[config.mk]
export PLATFORM = sky130hd
export DESIGN_NAME = vga_timing_gen
export DESIGN_NICKNAME = d
export VERILOG_FILES = /design/src/rtl/vga_timing_gen.sv
export SDC_FILE = /design/constraint.sdc
export NUM_CORES = 1
export LEC_CHECK = 0
export BUFFER_PORTS_ARGS = -buffer_cell sky130_fd_sc_hd__buf_4
export CORE_MARGIN = 1.5
export CORE_UTILIZATION = 60
export CTS_BUF_LIST = sky130_fd_sc_hd__clkbuf_4
export CTS_CLUSTER_SIZE = 12
export DETAILED_ROUTE_END_ITERATION = 8
export PLACE_DENSITY = 0.82
export RECOVER_POWER = 100
export SLEW_MARGIN = 30
export SYNTH_ARGS = -nofsm -noshare
export SYNTH_HDL_FRONTEND = slang
export SYNTH_SLANG_ARGS = --single-unit
[constraint.sdc]
create_clock -name VGA_CLK -period 2.3 [get_ports VGA_CLK]
set_clock_uncertainty 0.1 [all_clocks]
set_input_delay 0 -clock VGA_CLK [delete_from_list [all_inputs] [get_ports VGA_CLK]]
set_output_delay 0 -clock VGA_CLK [all_outputs]
set_load 0.02 [all_outputs]
[src/rtl/vga_timing_gen.sv]
// VGA raster timing generator: owns the h/v counters and registers sync, blank,
// pixel request (with lead), row/col and line/frame pulses. Optional colour-bar
// pattern outputs are enabled by defining VGA_TIMING_PATTERN_EN.
module vga_timing_gen #(
  parameter int H_ACTIVE = 640,
  parameter int H_FRONT  = 16,
  parameter int H_SYNC   = 96,
  parameter int H_BACK   = 48,
  parameter int V_ACTIVE = 480,
  parameter int V_FRONT  = 10,
  parameter int V_SYNC   = 2,
  parameter int V_BACK   = 33,
  parameter int HS_POL   = 0,
  parameter int VS_POL   = 0,
  parameter int REQ_LEAD = 2,
  parameter int CNT_W    = 13
) (
  input  logic             VGA_CLK,
  input  logic             RESET_N,
  input  logic             i_enable,
  output logic             VGA_HS,
  output logic             VGA_VS,
  output logic             VGA_BLANK_N,
  output logic             o_request,
  output logic [CNT_W-1:0] o_col,
  output logic [CNT_W-1:0] o_row,
  output logic             o_line_start,
  output logic             o_frame_start
`ifdef VGA_TIMING_PATTERN_EN
  ,
  output logic [7:0]       o_pat_R,
  output logic [7:0]       o_pat_G,
  output logic [7:0]       o_pat_B
`endif
);

  localparam int H_TOTAL = H_ACTIVE + H_FRONT + H_SYNC + H_BACK;
  localparam int V_TOTAL = V_ACTIVE + V_FRONT + V_SYNC + V_BACK;

  localparam logic [CNT_W-1:0] H_ACT_C  = CNT_W'(H_ACTIVE);
  localparam logic [CNT_W-1:0] V_ACT_C  = CNT_W'(V_ACTIVE);
  localparam logic [CNT_W-1:0] H_LAST_C = CNT_W'(H_TOTAL - 1);
  localparam logic [CNT_W-1:0] V_LAST_C = CNT_W'(V_TOTAL - 1);
  localparam logic [CNT_W-1:0] HS_BEG_C = CNT_W'(H_ACTIVE + H_FRONT);
  localparam logic [CNT_W-1:0] HS_END_C = CNT_W'(H_ACTIVE + H_FRONT + H_SYNC);
  localparam logic [CNT_W-1:0] VS_BEG_C = CNT_W'(V_ACTIVE + V_FRONT);
  localparam logic [CNT_W-1:0] VS_END_C = CNT_W'(V_ACTIVE + V_FRONT + V_SYNC);
  localparam logic [CNT_W-1:0] ONE_C    = {{(CNT_W-1){1'b0}}, 1'b1};
  localparam logic [CNT_W:0]   H_TOT_P  = (CNT_W+1)'(H_TOTAL);
  localparam logic [CNT_W:0]   LEAD_P   = (CNT_W+1)'(REQ_LEAD);
  localparam logic             HS_ON_C  = 1'(HS_POL);
  localparam logic             VS_ON_C  = 1'(VS_POL);

  logic [CNT_W-1:0] h_cnt_q, h_cnt_d;
  logic [CNT_W-1:0] v_cnt_q, v_cnt_d;
  logic [CNT_W-1:0] col_q, row_q;
  logic             hs_q, vs_q, blank_n_q, req_q, line_start_q, frame_start_q;

  logic             active_s, hs_s, vs_s, req_s;
  logic [CNT_W:0]   p_s, px_s;
  logic [CNT_W-1:0] pline_s;

  // Raster counter next state.
  always_comb begin
    h_cnt_d = h_cnt_q;
    v_cnt_d = v_cnt_q;
    if (i_enable) begin
      if (h_cnt_q == H_LAST_C) begin
        h_cnt_d = '0;
        if (v_cnt_q == V_LAST_C) begin
          v_cnt_d = '0;
        end else begin
          v_cnt_d = v_cnt_q + ONE_C;
        end
      end else begin
        h_cnt_d = h_cnt_q + ONE_C;
      end
    end else begin
      h_cnt_d = h_cnt_q;
      v_cnt_d = v_cnt_q;
    end
  end

  // Decode of the current counter position.
  always_comb begin
    active_s = (h_cnt_q < H_ACT_C) && (v_cnt_q < V_ACT_C);
    hs_s     = ((h_cnt_q >= HS_BEG_C) && (h_cnt_q < HS_END_C)) ? HS_ON_C : ~HS_ON_C;
    vs_s     = ((v_cnt_q >= VS_BEG_C) && (v_cnt_q < VS_END_C)) ? VS_ON_C : ~VS_ON_C;
    // Request looks REQ_LEAD clocks ahead, possibly into the next line or frame.
    p_s      = {1'b0, h_cnt_q} + LEAD_P;
    if (p_s < H_TOT_P) begin
      px_s    = p_s;
      pline_s = v_cnt_q;
    end else begin
      px_s    = p_s - H_TOT_P;
      pline_s = (v_cnt_q == V_LAST_C) ? '0 : (v_cnt_q + ONE_C);
    end
    req_s    = (px_s < {1'b0, H_ACT_C}) && (pline_s < V_ACT_C);
  end

  // Counter state.
  always_ff @(posedge VGA_CLK or negedge RESET_N) begin
    if (!RESET_N) begin
      h_cnt_q <= '0;
      v_cnt_q <= '0;
    end else begin
      h_cnt_q <= h_cnt_d;
      v_cnt_q <= v_cnt_d;
    end
  end

  // Registered timing outputs; frozen while disabled, pulses cleared.
  always_ff @(posedge VGA_CLK or negedge RESET_N) begin
    if (!RESET_N) begin
      hs_q          <= ~HS_ON_C;
      vs_q          <= ~VS_ON_C;
      blank_n_q     <= 1'b0;
      req_q         <= 1'b0;
      col_q         <= '0;
      row_q         <= '0;
      line_start_q  <= 1'b0;
      frame_start_q <= 1'b0;
    end else if (i_enable) begin
      hs_q          <= hs_s;
      vs_q          <= vs_s;
      blank_n_q     <= active_s;
      req_q         <= req_s;
      if (active_s) begin
        col_q <= h_cnt_q;
        row_q <= v_cnt_q;
      end
      line_start_q  <= (h_cnt_q == '0);
      frame_start_q <= (h_cnt_q == '0) && (v_cnt_q == '0);
    end else begin
      line_start_q  <= 1'b0;
      frame_start_q <= 1'b0;
    end
  end

  assign VGA_HS        = hs_q;
  assign VGA_VS        = vs_q;
  assign VGA_BLANK_N   = blank_n_q;
  assign o_request     = req_q;
  assign o_col         = col_q;
  assign o_row         = row_q;
  assign o_line_start  = line_start_q;
  assign o_frame_start = frame_start_q;

`ifdef VGA_TIMING_PATTERN_EN
  localparam logic [CNT_W+2:0] BAR_DIV_C = (CNT_W+3)'(H_ACTIVE);

  logic [2:0] bar_s;
  logic [2:0] rgb_s;
  logic [7:0] pat_r_q, pat_g_q, pat_b_q;

  // Eight vertical colour bars across the active width.
  always_comb begin
    bar_s = 3'(({h_cnt_q, 3'b000}) / BAR_DIV_C);
    case (bar_s)
      3'd0:    rgb_s = 3'b111;
      3'd1:    rgb_s = 3'b110;
      3'd2:    rgb_s = 3'b011;
      3'd3:    rgb_s = 3'b010;
      3'd4:    rgb_s = 3'b101;
      3'd5:    rgb_s = 3'b100;
      3'd6:    rgb_s = 3'b001;
      default: rgb_s = 3'b000;
    endcase
  end

  // Pattern registers track VGA_BLANK_N timing.
  always_ff @(posedge VGA_CLK or negedge RESET_N) begin
    if (!RESET_N) begin
      pat_r_q <= 8'h00;
      pat_g_q <= 8'h00;
      pat_b_q <= 8'h00;
    end else if (i_enable) begin
      pat_r_q <= (active_s && rgb_s[2]) ? 8'hFF : 8'h00;
      pat_g_q <= (active_s && rgb_s[1]) ? 8'hFF : 8'h00;
      pat_b_q <= (active_s && rgb_s[0]) ? 8'hFF : 8'h00;
    end
  end

  assign o_pat_R = pat_r_q;
  assign o_pat_G = pat_g_q;
  assign o_pat_B = pat_b_q;
`endif

endmodule

==> run_results.csv <==
group,metric,value,unit
timing,layout_worst_path_cycle_share,0.942,
pwr,powerDensity,660,nW/um^2
final_layout,drive_gt1_frac,0.185,
clocking,post_cts.repair.setup_buffers,0,
worst_setup_path,critical_path_required,2500,ps
pwr,power_frac_clock,0.278,
worst_hold_path,hold_path.class,"in2async",
outcome,run_status,"finished, final reports clean",
timing,finalMaxSlewViolations,0,
synthesis,ffs_latches_synth,58,
timing,timing_hold_violations_final,0,
synthesis,async_reset_ff_frac,1.00,
synthesis,synth_area_per_cell,10.3,um^2
pwr,power.share.combinational,0.168,
worst_setup_path,setup.worst_path.start_class,"flop",
timing,setup_violations,0,
die,die-width,73.8,um
global_routing,via_count_of_the_first_global_routing_pass,2256,
clocking,clock_latency,410,ps
global_routing,grt_max_degree,59,
worst_setup_path,setup.worst_path.class,"reg2reg",
worst_setup_path,r2r_setup_slack,130,ps
final_layout,layout_commonest_cell,"dfrtp_1",
run,drv.max_cap_violation_count,0,
worst_setup_path,worstSetupEndpointType,"flop",
global_routing,grt-ovfl-total,0,
detailed_routing,post-route-drc-count,0,
clocking,tritoncts_sinks,58,
pwr,cell_internal_power,0.00147,W
detailed_routing,route.antenna.remaining_nets,0,
worst_setup_path,crit_buf_inv,2,
synthesis,synthesis.nets,299,
worst_setup_path,critical-path-slowest-cell,"dfrtp_1",
die,floorplan.die.height,73.8,um
worst_setup_path,critPathTopFamily,"simple AND/OR/NAND/NOR gates",
synthesis,synth.cell_area,3000,um^2
clocking,clk_path_buf_depth,2,
clocking,tritoncts.num_buffers,9,
die,placeable_area,4790,um^2
placed_design,place.detailed.hpwl,4.58,mm
synthesis,edff_count_synth,0,
worst_setup_path,worst_r2r_endpoint,"o_row[6]",
detailed_routing,postRouteWirelength,6.75,mm
worst_setup_path,critical_path_peak_fanout,27,
placed_design,dp_slack,196,ps
worst_setup_path,worst_r2r_startpoint,"v_cnt_q[9]",
clocking,resized_after_cts,0,
worst_setup_path,worst-path-stages,7,
detailed_routing,vias_per_std_cell,5.90,
synthesis,cell_count_after_synthesis,292,
synthesis,ys_top_cells_by_area,"dfrtp_1 47%, mux2_2 6.7%, nand2_1 3.9%",
die,die-area,5440,um^2
timing,fin_setup_tns,0,ps
pwr,share_seq_of_total_power,0.555,
global_routing,wire_length_of_the_first_global_routing_pass,11.3,mm
clocking,cts.reportedPaths.clkPinSlew,110,ps
clocking,cts_tree,"built",
die,design.portCount,35,
pwr,vdd_drop_max,0.651,mV
timing,setup_ws,134,ps
detailed_routing,vias,2409,
final_layout,nFillCells,393,
clocking,cts.htree.levels,3,
final_layout,area.growth.synth_to_final,11.0,%
timing,max-slew-margin-rel,0.0648,
synthesis,synthFlopType,"dfrtp_1",
timing,period_minus_slack,2170,ps
synthesis,synth_largest_area_cell,"dfrtp_1",
timing,worstMarginPinSlew,1400,ps
clocking,cts-root-buf,"clkbuf_4",
final_layout,num-nets-final,343,
worst_setup_path,worst_r2r_path_depth,7,
worst_setup_path,highest_cell_delay_on_the_worst_timing_path,400,ps
timing,fmax,462,MHz
timing,rsz0062_at_grt,"no",
pwr,power.static_leakage,1.45,nW
detailed_routing,detailed_router_s_first_iteration_violation_count,247,
worst_setup_path,timing.critical_path.arrival,2360,ps
synthesis,unique_cell_type_count_in_the_yosys_netlist,49,
worst_setup_path,path_cells,"nor4_1 > clkbuf_1 > nand2_1 > nor2_1 > and3_1 > buf_12 > mux2_2",
detailed_routing,post_drt_wl_per_cell,16.6,um
placed_design,buffer_ports.inserted,34,
synthesis,share_of_the_synthesized_area_in_the_top_cell_type,0.466,
die,fp-row-count,25,
die,initial_utilization,0.628,
placed_design,finalWeightedCongestion,0.928,
final_layout,antenna_cells_inserted,0,
pwr,switching_share,0.330,
detailed_routing,drt_pre_antenna_iters,5,
final_layout,final_cell_mix,"56 x dfrtp_1, 32 x clkbuf_1, 31 x nand2_1, 20 x buf_4, 19 x nor2_1",
synthesis,synth_sequential_area_ratio,0.484,
pwr,switching_power,0.000727,W
global_routing,initial_antenna_violation_count,0,
global_routing,groute.usage.overall,0.281,
synthesis,warnings_synthesis,0,
-- metal layers --
metal / routed length [um] / global-route usage / up-vias / share of wire
met1: 2960 / 0.402 / 1172 / 0.44
met5: 0 / 0 / - / 0
met3: 452 / 0.0768 / 13 / 0.067
met4: 117 / 0.109 / 0 / 0.017
li1: - / - / 1127 / -
met2: 3220 / 0.406 / 97 / 0.48
-- registers in the layout, summed over array words and instances (netlist names) --
name / flops
h_cnt_q: 13
o_col: 13
o_row: 13
v_cnt_q: 13
VGA_BLANK_N: 1
VGA_HS: 1
VGA_VS: 1
o_frame_start: 1
o_line_start: 1
o_request: 1
-- power groups by stage --
stage,Clock [W],Combinational [W],Sequential [W]
6_report,0.000611,0.000369,0.00122
5_1_grt,0.000676,0.000402,0.00123
4_1_cts,0.000632,0.000421,0.00122
3_3_place_gp,0,0.000400,0.00123
2_1_floorplan,0,0.000222,0.00126
3_5_place_dp,0,0.000413,0.00123
-- metrics by stage --
| stage | area, um^2 | utilization | hold WS [ps] | power [W] | cells |
|---|---|---|---|---|---|
| final | 3340 | 0.697 | 339 | 0.00220 | 408 |
| after global routing | 3340 | 0.697 | 365 | 0.00231 | 408 |
| after CTS | 3500 | 0.732 | 94.9 | 0.00227 | 408 |
| after detailed placement | 3370 | 0.704 | 7.84 | 0.00165 | 390 |
| after global placement | 3370 | 0.704 | 1.69 | 0.00163 | 390 |
| after floorplan | 3000 | - | -396 | 0.00148 | 292 |
-- worst register-to-register path, delay by kind of cell, from the launching register on --
family,cells,cell delay [ps]
flops,1,400
buf+inv,2,370
simple gates,4,830
mux,1,370
-- repair_timing --
item | CTS | global route
endpoints found under the setup margin | 0 | 0
hold endpoints to repair | 69 | 0
hold buffers | 2 | 0
-- cells in the mapped netlist, types with 2 or more instances --
library cell and n:
o21ai_1 2, nand3_1 7, buf_6 4, inv_1 5, nand3b_1 3, o21ai_0 16
nor4_1 9, nor2_1 19, ha_1 4, xnor2_2 2, nor3_1 12, a31oi_1 3
mux2_2 18, clkbuf_1 8, buf_4 3, nand2b_1 4, or3_4 2, xnor2_1 11
a41oi_1 2, a21o_1 2, clkbuf_2 2, xor2_1 3, nand2_1 31, and4_1 2
nand4_4 2, nand4_1 11, a21oi_1 6, o31ai_1 5, dfstp_2 2, and2_1 2
buf_2 6, nor2b_1 8, dfrtp_1 56, and3_1 5
-- cell families after synthesis --
family | count (synthesis) | synth area share
simple gates | 124 | 0.236
fa+ha+maj | 4 | 0.0167
xor+xnor | 16 | 0.0516
compound gates | 43 | 0.0891
flops | 58 | 0.484
mux | 19 | 0.0708
buf+inv | 28 | 0.0521
-- final cells by class --
| cell class | instances | area (um^2) | area share |
|---|---|---|---|
| inverter | 5 | 18.8 | 0.00563 |
| clock inverter | 7 | 45.0 | 0.0135 |
| sequential | 58 | 1450 | 0.436 |
| timing repair buffer | 56 | 315 | 0.0945 |
| clock buffer | 9 | 67.6 | 0.0203 |
| tap | 67 | 83.8 | 0.0251 |
| multi-input combinational | 206 | 1350 | 0.405 |
-- worst max-delay path by stage --
stage	start	end	slack, ps
detailed placement	v_cnt_q[1]	o_request	200
global placement	v_cnt_q[11]	o_row[1]	210
floorplan	v_cnt_q[11]	o_col[8]	250
global route	v_cnt_q[1]	o_request	20
finish	v_cnt_q[9]	o_row[6]	130
CTS	v_cnt_q[1]	o_request	170
(Power assumes the default switching activity.)
